==> src/rtl/conv_window_ctrl.sv <==
// conv_window_ctrl: control path for the line-buffer convolver.
// Tracks the raster position (row, col, channel) of accepted pixels and pulses
// enable when the datapath holds a complete KxK window at a stride-aligned spot.
// Optional output-map coordinates: define CONV_WINDOW_CTRL_OUTCOORD_EN.
//
// state   | meaning
// --------+-----------------------------------------------------------
// IDLE    | waiting for start; pixel_valid ignored
// RUN     | counting accepted pixels; busy=1
// DONE    | one-cycle frame_done pulse, then back to IDLE
module conv_window_ctrl #(
    parameter int KERNEL_SIZE  = 5,
    parameter int IMAGE_WIDTH  = 28,
    parameter int IMAGE_HEIGHT = 28,
    parameter int STRIDE       = 1,
    parameter int CHANNELS     = 1
`ifdef CONV_WINDOW_CTRL_OUTCOORD_EN
    ,
    localparam int OUT_W     = (IMAGE_WIDTH - KERNEL_SIZE) / STRIDE + 1,
    localparam int OUT_H     = (IMAGE_HEIGHT - KERNEL_SIZE) / STRIDE + 1,
    localparam int OROW_BITS = (OUT_H > 1) ? $clog2(OUT_H) : 1,
    localparam int OCOL_BITS = (OUT_W > 1) ? $clog2(OUT_W) : 1
`endif
) (
    input  logic clk,
    input  logic rst,
    input  logic start,
    input  logic pixel_valid,
    output logic enable,
    output logic last_ch,
    output logic busy,
    output logic frame_done
`ifdef CONV_WINDOW_CTRL_OUTCOORD_EN
    ,
    output logic [OROW_BITS-1:0] out_row,
    output logic [OCOL_BITS-1:0] out_col
`endif
);

    localparam int CH_BITS  = (CHANNELS > 1)     ? $clog2(CHANNELS)     : 1;
    localparam int COL_BITS = (IMAGE_WIDTH > 1)  ? $clog2(IMAGE_WIDTH)  : 1;
    localparam int ROW_BITS = (IMAGE_HEIGHT > 1) ? $clog2(IMAGE_HEIGHT) : 1;
    localparam int PH_BITS  = (STRIDE > 1)       ? $clog2(STRIDE)       : 1;

    localparam logic [CH_BITS-1:0]  CH_MAX  = CH_BITS'(CHANNELS - 1);
    localparam logic [COL_BITS-1:0] COL_MAX = COL_BITS'(IMAGE_WIDTH - 1);
    localparam logic [ROW_BITS-1:0] ROW_MAX = ROW_BITS'(IMAGE_HEIGHT - 1);
    localparam logic [COL_BITS-1:0] COL_KM1 = COL_BITS'(KERNEL_SIZE - 1);
    localparam logic [ROW_BITS-1:0] ROW_KM1 = ROW_BITS'(KERNEL_SIZE - 1);
    localparam logic [PH_BITS-1:0]  PH_MAX  = PH_BITS'(STRIDE - 1);

    typedef enum logic [1:0] {
        ST_IDLE = 2'd0,
        ST_RUN  = 2'd1,
        ST_DONE = 2'd2
    } state_t;

    state_t              state_q;
    logic [CH_BITS-1:0]  ch_q, ch_d;
    logic [COL_BITS-1:0] col_q, col_d;
    logic [ROW_BITS-1:0] row_q, row_d;
    logic [PH_BITS-1:0]  rphase_q, rphase_d;
    logic [PH_BITS-1:0]  cphase_q, cphase_d;
    logic                enable_q, last_ch_q, busy_q, done_q;

    logic accept, ch_wrap, col_wrap, row_wrap, win_ok, frame_last;

    // Phase advances modulo STRIDE without a divider.
    function automatic logic [PH_BITS-1:0] ph_step(input logic [PH_BITS-1:0] ph);
        return (ph == PH_MAX) ? '0 : ph + PH_BITS'(1);
    endfunction

    // Decode the raster position of the pixel offered this cycle
    always_comb begin
        accept     = (state_q == ST_RUN) && pixel_valid;
        ch_wrap    = (ch_q == CH_MAX);
        col_wrap   = (col_q == COL_MAX);
        row_wrap   = (row_q == ROW_MAX);
        win_ok     = (row_q >= ROW_KM1) && (col_q >= COL_KM1) &&
                     (rphase_q == '0) && (cphase_q == '0);
        frame_last = accept && ch_wrap && col_wrap && row_wrap;
    end

    // Next raster position and stride phases for an accepted pixel
    always_comb begin
        ch_d     = ch_q;
        col_d    = col_q;
        row_d    = row_q;
        rphase_d = rphase_q;
        cphase_d = cphase_q;
        if (accept) begin
            if (ch_wrap) begin
                ch_d = '0;
                if (col_wrap) begin
                    col_d    = '0;
                    cphase_d = '0;
                    if (row_wrap) begin
                        row_d    = '0;
                        rphase_d = '0;
                    end else begin
                        row_d    = row_q + ROW_BITS'(1);
                        // phase only starts counting once the window bottom edge is reached
                        rphase_d = (row_q >= ROW_KM1) ? ph_step(rphase_q) : '0;
                    end
                end else begin
                    col_d    = col_q + COL_BITS'(1);
                    cphase_d = (col_q >= COL_KM1) ? ph_step(cphase_q) : '0;
                end
            end else begin
                ch_d = ch_q + CH_BITS'(1);
            end
        end
    end

    // Frame sequencer with raster counters and registered window/handshake flags
    always_ff @(posedge clk) begin
        if (rst) begin
            state_q   <= ST_IDLE;
            ch_q      <= '0;
            col_q     <= '0;
            row_q     <= '0;
            rphase_q  <= '0;
            cphase_q  <= '0;
            enable_q  <= 1'b0;
            last_ch_q <= 1'b0;
            busy_q    <= 1'b0;
            done_q    <= 1'b0;
        end else begin
            enable_q  <= accept && win_ok;
            last_ch_q <= accept && win_ok && ch_wrap;
            case (state_q)
                ST_IDLE: begin
                    if (start) begin
                        state_q  <= ST_RUN;
                        busy_q   <= 1'b1;
                        ch_q     <= '0;
                        col_q    <= '0;
                        row_q    <= '0;
                        rphase_q <= '0;
                        cphase_q <= '0;
                    end
                end
                ST_RUN: begin
                    ch_q     <= ch_d;
                    col_q    <= col_d;
                    row_q    <= row_d;
                    rphase_q <= rphase_d;
                    cphase_q <= cphase_d;
                    if (frame_last) begin
                        state_q <= ST_DONE;
                        busy_q  <= 1'b0;
                        done_q  <= 1'b1;
                    end
                end
                ST_DONE: begin
                    state_q <= ST_IDLE;
                    done_q  <= 1'b0;
                end
                default: begin
                    state_q <= ST_IDLE;
                    busy_q  <= 1'b0;
                    done_q  <= 1'b0;
                end
            endcase
        end
    end

    assign enable     = enable_q;
    assign last_ch    = last_ch_q;
    assign busy       = busy_q;
    assign frame_done = done_q;

`ifdef CONV_WINDOW_CTRL_OUTCOORD_EN
    localparam logic [OROW_BITS-1:0] OROW_MAX = OROW_BITS'(OUT_H - 1);
    localparam logic [OCOL_BITS-1:0] OCOL_MAX = OCOL_BITS'(OUT_W - 1);

    logic [OROW_BITS-1:0] out_row_q;
    logic [OCOL_BITS-1:0] out_col_q;

    // Output-map coordinate; steps once all channels of a window have been flagged
    always_ff @(posedge clk) begin
        if (rst || ((state_q == ST_IDLE) && start)) begin
            out_row_q <= '0;
            out_col_q <= '0;
        end else if (enable_q && last_ch_q) begin
            if (out_col_q == OCOL_MAX) begin
                out_col_q <= '0;
                out_row_q <= (out_row_q == OROW_MAX) ? '0 : out_row_q + OROW_BITS'(1);
            end else begin
                out_col_q <= out_col_q + OCOL_BITS'(1);
            end
        end
    end

    assign out_row = out_row_q;
    assign out_col = out_col_q;
`endif

endmodule

==> config.mk <==
export PLATFORM = sky130hd
export DESIGN_NAME = conv_window_ctrl
export DESIGN_NICKNAME = d
export VERILOG_FILES = /design/src/rtl/conv_window_ctrl.sv
export SDC_FILE = /design/constraint.sdc
export NUM_CORES = 1
export LEC_CHECK = 0
export BUFFER_PORTS_ARGS = -buffer_cell sky130_fd_sc_hd__buf_2
export CORE_MARGIN = 5
export CORE_UTILIZATION = 45
export CTS_BUF_LIST = sky130_fd_sc_hd__clkbuf_4 sky130_fd_sc_hd__clkbuf_8 sky130_fd_sc_hd__clkbuf_16
export DETAILED_ROUTE_END_ITERATION = 16
export PLACE_DENSITY = 0.75
export RECOVER_POWER = 50
export REMOVE_ABC_BUFFERS = 1
export SKIP_CTS_REPAIR_TIMING = 1
export SYNTH_ARGS = -nofsm -noshare
export SYNTH_HDL_FRONTEND = slang
export SYNTH_SLANG_ARGS = --single-unit
==> constraint.sdc <==
create_clock -name clk -period 1.7 [get_ports clk]
set_input_delay 0.255 -clock clk [delete_from_list [all_inputs] [get_ports clk]]
set_output_delay 0.255 -clock clk [all_outputs]
set_load 0.05 [all_outputs]
==> flow_summary_export.csv, run 1 <==
group,metric,value,unit
synthesis,yosys_warnings,0,
sta,relSlewSlack,60.32,%
place,portBuffers,7,
sta,clock.fmax,0.6318,GHz
drt,wl_per_cell,11.74,um
setup_path,worst-path-max-fanout,6,
die,die_h,52.09,um
clock_tree,cts_buffer_depth,2,
sta,skew,0.001594,ns
drt,drt-total-wl,1491,um
global_routing,grt_max_degree,17,
global_routing,grt_pass1_vias,622,
cells_and_area,n_antenna_cell,0,
synthesis,ys_ff_latch,15,
die,row_count,15,
min_path,holdCritPathClass,"in2reg",
setup_path,crit_required,1.89,ns
die,dieArea,2713,um^2
die,coreArea,1708,um^2
place,dp_hpwl,1071,um
synthesis,synth_cell_types,32,
sta,finalMaxSlewViolations,0,
sta,tightest_slew,0.5978,ns
die,pin_count,8,
cells_and_area,area_delta_synth_final,9.105,%
cells_and_area,drive_gt1_share,8.824,%
synthesis,syn_inst,93,
drt,vias,707,
synthesis,syn-cell-area,797.0,um^2
place,gp_congestion,0.7965,
min_path,holdPathStages,2,
die,die-width,52.09,um
sta,min_period,1.583,ns
global_routing,antenna_found_initial,0,
sta,fin_crit_sh,93.10,%
clock_tree,h-tree-depth,1,
pwr,p_leak,0.3134,nW
job,maxCapViolCount,0,
pwr,cellPowerDensity,758.0,nW/um^2
sta,setup_viol,0,
global_routing,overflow,0,
setup_path,end_kind,"flip-flop",
synthesis,ys.flop_type,"dfxtp_1",
clock_tree,root_buffer,"clkbuf_4",
global_routing,grt_pass1_wl,2573,um
drt,drc,0,
clock_tree,cts_tree,"yes",
sta,final-hold-violation-count,0,
drt,avgViaCountPerCell,5.567,
synthesis,avgSynthCellArea,8.570,um^2
cells_and_area,nets,111,
pwr,ir_drop,549.4,uV
clock_tree,clock_latency,0.29,ns
drt,first_pass_iters,4,
run_status,outcome,"complete, no violations",
sta,whs,0.2385,ns
clock_tree,cts.sinks,15,
synthesis,ys_seq_area_share,37.68,%
global_routing,grt_usage,12.77,%
synthesis,async_flop_share,0,%
setup_path,worst_setup_path_start_kind,"flip-flop",
drt,ant_nets,0,
setup_path,crit_type,"reg2reg",
drt,dr.first_iter.drc_count,23,
synthesis,synth-edff-count,0,
sta,rsz0062_at_grt,"true",
cells_and_area,n_fill_cell,161,
cells_and_area,final_util,50.92,%
clock_tree,clk_pin_slew,0.08,ns
die,start_util,46.67,%
clock_tree,cts_buffers,3,
setup_path,arrival,1.77,ns
setup_path,reg2reg_depth,5,
## layout make-up
cell class | instances | area [um^2] | share of cell area, %
multi-input combinational | 69 | 451.7 | 51.94
tap | 25 | 31.28 | 3.597
inverter | 6 | 22.52 | 2.590
sequential | 15 | 300.3 | 34.53
clock buffer | 4 | 30.03 | 3.453
timing repair buffer | 8 | 33.78 | 3.885
## placed cells by master, fill, tap and decap left out, types with 2 or more instances in the layout
| cell | count |
|---|---|
| nand3b_1 | 2 |
| nand4b_1 | 2 |
| a21oi_1 | 7 |
| nor2_1 | 6 |
| o21ai_0 | 3 |
| nand2b_1 | 2 |
| nor3_1 | 7 |
| and4b_1 | 2 |
| clkbuf_1 | 5 |
| clkbuf_4 | 4 |
| o31ai_1 | 4 |
| dfxtp_1 | 15 |
| nand3_1 | 7 |
| buf_2 | 3 |
| a21o_1 | 2 |
| nand2_1 | 6 |
| inv_1 | 6 |
| ha_1 | 4 |
| a31oi_1 | 2 |
## sequential cells by signal (all words and copies together), names as in the netlist
| register | flops |
|---|---|
| frame_done | 1 |
| col_q | 5 |
| state_q | 2 |
| busy | 1 |
| row_q | 5 |
| enable | 1 |
## worst max-delay path, cell delays in order (launching register included)
cell and delay (ns):
dfxtp_1 0.40, ha_1 0.27, nand4b_1 0.16, a221oi_2 0.42, a21o_1 0.17, mux2i_1 0.06
## synth_stat cells, types with 2 or more instances
library cell  instances  area [um^2]
dfxtp_1              15        300.3
a21oi_1               7        35.03
nand3_1               7        35.03
nor3_1                7        35.03
inv_1                 6        22.52
nand2_1               6        22.52
nor2_1                6        22.52
ha_1                  4        50.05
o31ai_1               4        30.03
o21ai_0               3        15.01
a21o_1                2        15.01
a31oi_1               2        12.51
and4b_1               2        20.02
nand2b_1              2        12.51
nand3b_1              2        15.01
nand4b_1              2        17.52
## cell families (layout without fill, tap and decap cells)
group	Yosys count	in the layout	share of synthesized area (%)
compound gates	24	24	20.72
fa+ha+maj	4	4	6.280
buf+inv	9	18	5.651
flops	15	15	37.68
mux	1	1	1.256
simple gates	40	40	28.41
## final timing paths
path                                 start  slack, ns         end
worst min-delay path                 start       0.24  state_q[0]
worst max register to register    col_q[0]       0.12    row_q[2]
worst max-delay path              col_q[0]       0.12    row_q[2]
worst min register to register  frame_done       0.45  frame_done
## report_power, final
group	switching [W]	internal, W	total (W)	leakage (nW)
Clock	0.000116	0.000107	0.000223	0.0184
Sequential	0.00000825	0.000358	0.000366	0.122
Combinational	0.0000467	0.0000231	0.0000698	0.173
## through the flow
step / power [W] / TNS, ns / cells / worst slack, ns / cell area, um^2
after detailed placement: 0.0004457 / 0 / 123 / 0.1481 / 848.3
after global placement: 0.0004449 / 0 / 123 / 0.2038 / 848.3
after global routing: 0.0006895 / -0.01521 / 127 / -0.01521 / 869.6
final: 0.0006591 / 0 / 127 / 0.1173 / 869.6
after floorplan: 0.0004217 / 0 / 90 / 0.2771 / 774.5
after CTS: 0.0006642 / 0 / 127 / 0.1243 / 878.3
## per-layer routing
layer,global-route usage [%],vias up,routed length [um]
met5,0,-,0
met4,9.170,0,46
met3,3.152,5,81
met2,20.08,15,665
met1,14.91,326,697
li1,-,361,-
(Power assumes the default switching activity.)
==> inputs of run 2 (changes only) <==
--- a/config.mk
+++ b/config.mk
@@ -5,12 +5,13 @@
 export SDC_FILE = /design/constraint.sdc
 export NUM_CORES = 1
 export LEC_CHECK = 0
+export ABC_AREA = 1
 export BUFFER_PORTS_ARGS = -buffer_cell sky130_fd_sc_hd__buf_2
 export CORE_MARGIN = 5
 export CORE_UTILIZATION = 45
 export CTS_BUF_LIST = sky130_fd_sc_hd__clkbuf_4 sky130_fd_sc_hd__clkbuf_8 sky130_fd_sc_hd__clkbuf_16
 export DETAILED_ROUTE_END_ITERATION = 16
-export PLACE_DENSITY = 0.75
+export PLACE_DENSITY = 0.74
 export RECOVER_POWER = 50
 export REMOVE_ABC_BUFFERS = 1
 export SKIP_CTS_REPAIR_TIMING = 1
==> run 2 against run 1 <==
Effect of this change: combinational power rose to 2.8 times the previous value; largest cell class unchanged; first-iteration DRC count down 39%; synthesized area increased by 3.9%; clock-buffer cell count unchanged; sequential power grew 6.6%.
==> flow_summary_export.csv, run 2 <==
group,metric,value,unit
synthesis,synth-edff-count,0,
drt,dr.first_iter.drc_count,14,
setup_path,cpLargestDelayFamily,"simple AND/OR/NAND/NOR gates",
setup_path,path_cells,"ha_1, nand2_1, o21ai_1, nand2_4, inv_4, nand2_2, nand2_2, nor2_2",
clock_tree,clock_latency,0.28,ns
global_routing,overflow,0,
cells_and_area,layout_common_cells,"nand2_1 (22), inv_1 (16), dfxtp_1 (15), nor3_1 (8), nor2_1 (8)",
sta,clock.fmax,0.7017,GHz
setup_path,crit_required,1.88,ns
sta,rsz0062_at_grt,"false",
setup_path,reg2reg_depth,8,
cells_and_area,n_antenna_cell,0,
pwr,ir_drop,412.6,uV
setup_path,crit_type,"reg2reg",
global_routing,grt_usage,13.56,%
drt,drt-total-wl,1527,um
sta,finalMaxSlewViolations,0,
synthesis,yosys_warnings,0,
pwr,p_leak,0.3578,nW
setup_path,cpPeakStageDelay,0.36,ns
synthesis,ys_top_cells_by_area,"dfxtp_1 (36%), nand2_1 (9.5%), inv_1 (6.8%), ha_1 (6.0%), nor3_1 (4.8%)",
sta,relSlewSlack,59.70,%
place,gp_congestion,0.7944,
global_routing,grt_max_degree,10,
synthesis,ys_ff_latch,15,
setup_path,cp_num_cells,8,
pwr,power_frac_clock,26.8,%
cells_and_area,final_common_cell,"nand2_1",
drt,drc,0,
cells_and_area,top_regs,"col_q: 5 flops, row_q: 5 flops, state_q: 2 flops",
synthesis,syn_inst,109,
min_path,holdPathStages,2,
pwr,cellPowerDensity,873.1,nW/um^2
min_path,holdCritPathClass,"in2reg",
clock_tree,cts_buffer_depth,2,
sta,skew,0.004500,ns
setup_path,worst-path-max-fanout,7,
die,row_count,15,
global_routing,grt_pass1_vias,678,
clock_tree,root_buffer,"clkbuf_4",
global_routing,antenna_found_initial,0,
setup_path,worst_setup_path_start_kind,"flip-flop",
drt,avgViaCountPerCell,4.826,
place,portBuffers,7,
sta,tightest_slew,0.6071,ns
setup_path,worst_path_max_delay_cell,"dfxtp_1",
setup_path,arrival,1.61,ns
job,maxCapViolCount,0,
sta,setup_viol,0,
clock_tree,cts.sinks,15,
die,dieArea,2798,um^2
pwr,power_frac_seq,49.1,%
cells_and_area,drive_gt1_share,19.33,%
global_routing,grt_pass1_wl,2739,um
die,die_h,52.90,um
cells_and_area,area_delta_synth_final,9.819,%
synthesis,ys.flop_type,"dfxtp_1",
pwr,p_comb_share,24.2,%
cells_and_area,finalNonFillerCells,144,
place,placedCellCount,140,
die,pin_count,8,
die,start_util,47.46,%
place,dp_hpwl,1251,um
pwr,switchingPower,0.0002573,W
cells_and_area,nets,128,
die,coreArea,1745,um^2
pwr,power.share.switching,32.39,%
drt,first_pass_iters,4,
drt,wl_per_cell,10.60,um
sta,setup_tns,0,ns
synthesis,ys_seq_area_share,36.25,%
run_status,outcome,"complete, no violations",
synthesis,synth_top_area_cell,"dfxtp_1",
pwr,internal_power,0.0005369,W
synthesis,async_flop_share,0,%
drt,vias,695,
sta,min_period,1.425,ns
sta,final-hold-violation-count,0,
clock_tree,cts_tree,"yes",
clock_tree,h-tree-depth,1,
pwr,p_total,0.0007942,W
setup_path,cp_common_cell,"nand2_2",
clock_tree,cts_buffers,3,
synthesis,synth_cell_types,24,
synthesis,synth_common_cells,"nand2_1 (21), dfxtp_1 (15), inv_1 (15), nor2_1 (8), nor3_1 (8)",
synthesis,yosysMostFrequentCell,"nand2_1",
synthesis,avgSynthCellArea,7.599,um^2
sta,fin_crit_sh,83.84,%
setup_path,end_kind,"flip-flop",
drt,ant_nets,0,
die,die-width,52.90,um
synthesis,syn-cell-area,828.3,um^2
cells_and_area,final_util,52.11,%
synthesis,synth_top_cell_area_share,36.25,%
setup_path,cp_num_buf_inv,1,
clock_tree,clk_pin_slew,0.08,ns
run 2: cell types whose count changed after synthesis, moves of 3 or more:
cell     before  now
nand2_1       6   21
inv_2         0    4
o21ai_1       0    3
o31ai_1       4    0
inv_1         6   15
o21ai_0       3    0
nand2_2       0    3
run 2: cells by family (layout without fill, tap and decap cells):
| logic type | Yosys count | count (layout) | synth area share (%) |
|---|---|---|---|
| DFF | 15 | 15 | 36.25 |
| AOI/OAI and AO/OA | 10 | 10 | 6.495 |
| and+or+nand+nor | 58 | 58 | 39.88 |
| adders and majority gates | 4 | 4 | 6.043 |
| buffers and inverters | 21 | 31 | 10.27 |
| xor gates and xnor gates | 1 | 1 | 1.058 |
run 2: layer usage:
metal,global-route usage [%],vias up,part of all wire [%]
met5,0,-,0
met4,6.383,0,1.4
met3,4.225,2,5.4
met2,24.17,12,49
met1,14.29,318,44
li1,-,363,-
run 2: area by class of cell:
| cell class | count | area, um^2 |
|---|---|---|
| Fill cell | 187 | 835.8 |
| Multi-Input combinational cell | 73 | 440.4 |
| Timing Repair Buffer | 7 | 30.03 |
| Tap cell | 25 | 31.28 |
| Sequential cell | 15 | 300.3 |
| Clock buffer | 4 | 30.03 |
| Inverter | 20 | 77.57 |
run 2: per-stage QoR:
stage | hold WS [ns] | worst slack (ns) | cell area (um^2)
after floorplan | 0.3241 | 0.4028 | 820.8
after global placement | 0.4337 | 0.3476 | 887.1
after detailed placement | 0.4376 | 0.2927 | 887.1
after CTS | 0.1706 | 0.2771 | 917.1
after global routing | 0.1690 | 0.1216 | 909.6
final | 0.1823 | 0.2748 | 909.6
run 2: worst paths after layout:
check / start / slack [ns] / to
max: col_q[0] / 0.27 / row_q[3]
min: rst / 0.18 / busy
max reg2reg: col_q[0] / 0.27 / row_q[3]
min reg2reg: frame_done / 0.45 / frame_done
run 2: power by group through the flow:
| stage | Sequential (W) | Combinational, W | Clock [W] |
|---|---|---|---|
| after floorplan | 0.000416 | 0.000140 | 0 |
| after CTS | 0.000390 | 0.000196 | 0.000224 |
| after global routing | 0.000393 | 0.000215 | 0.000246 |
| final | 0.000390 | 0.000192 | 0.000212 |
| after detailed placement | 0.000399 | 0.000195 | 0 |
| after global placement | 0.000397 | 0.000190 | 0 |
==> inputs of run 3 (changes only) <==
--- a/config.mk
+++ b/config.mk
@@ -5,13 +5,13 @@
 export SDC_FILE = /design/constraint.sdc
 export NUM_CORES = 1
 export LEC_CHECK = 0
-export ABC_AREA = 1
+export ABC_AREA = 0
 export BUFFER_PORTS_ARGS = -buffer_cell sky130_fd_sc_hd__buf_2
 export CORE_MARGIN = 5
 export CORE_UTILIZATION = 45
 export CTS_BUF_LIST = sky130_fd_sc_hd__clkbuf_4 sky130_fd_sc_hd__clkbuf_8 sky130_fd_sc_hd__clkbuf_16
 export DETAILED_ROUTE_END_ITERATION = 16
-export PLACE_DENSITY = 0.74
+export PLACE_DENSITY = 0.77
 export RECOVER_POWER = 50
 export REMOVE_ABC_BUFFERS = 1
 export SKIP_CTS_REPAIR_TIMING = 1
==> constraint.sdc (replaced) <==
create_clock -name clk -period 1.21 [get_ports clk]
set_input_delay 0.1815 -clock clk [delete_from_list [all_inputs] [get_ports clk]]
set_output_delay 0.1815 -clock clk [all_outputs]
set_load 0.05 [all_outputs]
==> run 3 against run 2 <==
Effect of this change: the flow now finishes with violations (negative setup slack); clock-buffer cell count is 1 lower; setup slack worse by 0.53 ns; critical path depth is 2 lower; routed wire length is 39% higher; total power is 24% higher; utilization is 15 points higher; first-iteration DRC count is 21% higher; die area is 3.1% lower; via count is 18% higher; sequential share of layout area is 6.4 points lower; highest routed layer unchanged; combinational power is 12% lower; worst hold slack worse by 0.044 ns.
==> flow_summary_export.csv, run 3 (synthesis results as in run 1) <==
group,metric,value,unit
run_status,outcome,"complete, but fails checks",
run_status,violations,"negative setup slack",
die,dieArea,2713,um^2
setup_path,worst_path_max_delay_cell,"dfxtp_2",
global_routing,grt_pass1_vias,751,
global_routing,grt_usage,14.97,%
global_routing,grt_max_degree,10,
drt,drt-total-wl,2130,um
sta,worst_slack,-0.2582,ns
setup_path,worst-path-max-fanout,5,
place,place_ws,-0.2799,ns
sta,min_period,1.468,ns
clock_tree,root_buffer,"clkbuf_4",
sta,final-hold-violation-count,0,
clock_tree,clock_latency,0.30,ns
place,dp_hpwl,1356,um
global_routing,grt_pass1_wl,3084,um
setup_path,r2r_end,"row_q[2]",
die,die_h,52.09,um
global_routing,antenna_found_initial,0,
setup_path,cp_num_buf_inv,1,
setup_path,crit_required,1.40,ns
job,maxCapViolCount,0,
setup_path,setup.worst_path.end,"row_q[2]",
die,start_util,46.67,%
pwr,p_leak,0.4686,nW
die,coreArea,1708,um^2
sta,rsz0062_at_grt,"true",
setup_path,end_kind,"flip-flop",
cells_and_area,stdcell_area,1152,um^2
setup_path,arrival,1.66,ns
cells_and_area,n_antenna_cell,0,
place,placed_area,1021,um^2
sta,tightest_slew,0.2892,ns
sta,finalMaxSlewViolations,0,
setup_path,timing.rr.start,"col_q[1]",
place,gp_congestion,0.8562,
clock_tree,cts_buffers,3,
sta,skew,0.008724,ns
sta,clock.fmax,0.6811,GHz
die,row_count,15,
drt,drc,0,
clock_tree,clk_pin_slew,0.10,ns
clock_tree,cts_tree,"yes",
die,pin_count,8,
setup_path,cpPeakStageDelay,0.37,ns
cells_and_area,layout_common_cells,"buf_4 (26), dfxtp_1 (10)",
min_path,holdCritPathClass,"in2reg",
sta,setup_viol,14,
cells_and_area,final_util,67.47,%
setup_path,worst_setup_path_start_kind,"flip-flop",
drt,vias,823,
global_routing,overflow,0,
sta,fin_crit_sh,121.3,%
drt,first_pass_iters,4,
setup_path,rrSetupSlack,-0.26,ns
cells_and_area,top_regs,"col_q: 5 flops, row_q: 5 flops, state_q: 2 flops",
setup_path,cp-startpoint,"col_q[1]",
drt,dr.first_iter.drc_count,17,
pwr,p_total,0.0009881,W
drt,wl_per_cell,13.92,um
clock_tree,cts.sinks,15,
die,die-width,52.09,um
clock_tree,cts_buffer_depth,2,
cells_and_area,area_delta_synth_final,44.58,%
place,portBuffers,7,
cells_and_area,nets,137,
setup_path,cpLargestDelayFamily,"compound AO/OA/AOI/OAI gates",
setup_path,path_cells,"ha_4, nand4b_1, a221oi_2, buf_4, a21o_1, mux2i_1",
drt,ant_nets,0,
setup_path,cp_num_cells,6,
clock_tree,h-tree-depth,1,
sta,whs,0.1384,ns
sta,relSlewSlack,80.72,%
pwr,cellPowerDensity,857.4,nW/um^2
drt,avgViaCountPerCell,5.379,
cells_and_area,n_fill_cell,117,
pwr,ir_drop,595.1,uV
setup_path,reg2reg_depth,6,
cells_and_area,drive_gt1_share,44.53,%
cells_and_area,final_common_cell,"buf_4",
setup_path,crit_type,"reg2reg",
[run 3: power by group]
group / total [W] / switching (W) / internal, W
logic: 0.000169 / 0.0000906 / 0.0000782
registers: 0.000515 / 0.0000112 / 0.000504
clock network: 0.000305 / 0.000181 / 0.000123
[run 3: worst min-delay path by stage]
| stage | from | end | depth (start not counted) |
|---|---|---|---|
| after global routing | rst | col_q[1] | 2 |
| after floorplan | rst | col_q[1] | 1 |
| final | rst | col_q[1] | 2 |
| after CTS | rst | col_q[1] | 2 |
| after detailed placement | frame_done | frame_done | 2 |
| after global placement | frame_done | frame_done | 2 |
[run 3: final cells by class]
cell class | instances | area (um^2) | area share, %
well taps | 25 | 31.28 | 2.714
multi-input cells | 69 | 523.0 | 45.39
inverters | 6 | 22.52 | 1.954
clock buffers | 3 | 22.52 | 1.954
clock inverters | 1 | 5.005 | 0.4343
flip-flops and latches | 15 | 306.5 | 26.60
repair buffers | 34 | 241.5 | 20.96
[run 3: layer usage]
| metal | global-route usage (%) | vias to the layer above | routed length (um) |
|---|---|---|---|
| li1 | - | 415 | - |
| met1 | 18.36 | 377 | 989 |
| met2 | 25.31 | 28 | 1035 |
| met3 | 2.865 | 3 | 84 |
| met4 | 6.114 | 0 | 19 |
| met5 | 0 | - | 0 |
[run 3: per-stage QoR]
step / setup TNS (ns) / cells
after floorplan: -1.463 / 90
after global placement: -1.919 / 146
after detailed placement: -2.504 / 146
after CTS: -2.977 / 150
after global routing: -2.826 / 153
final: -1.705 / 153
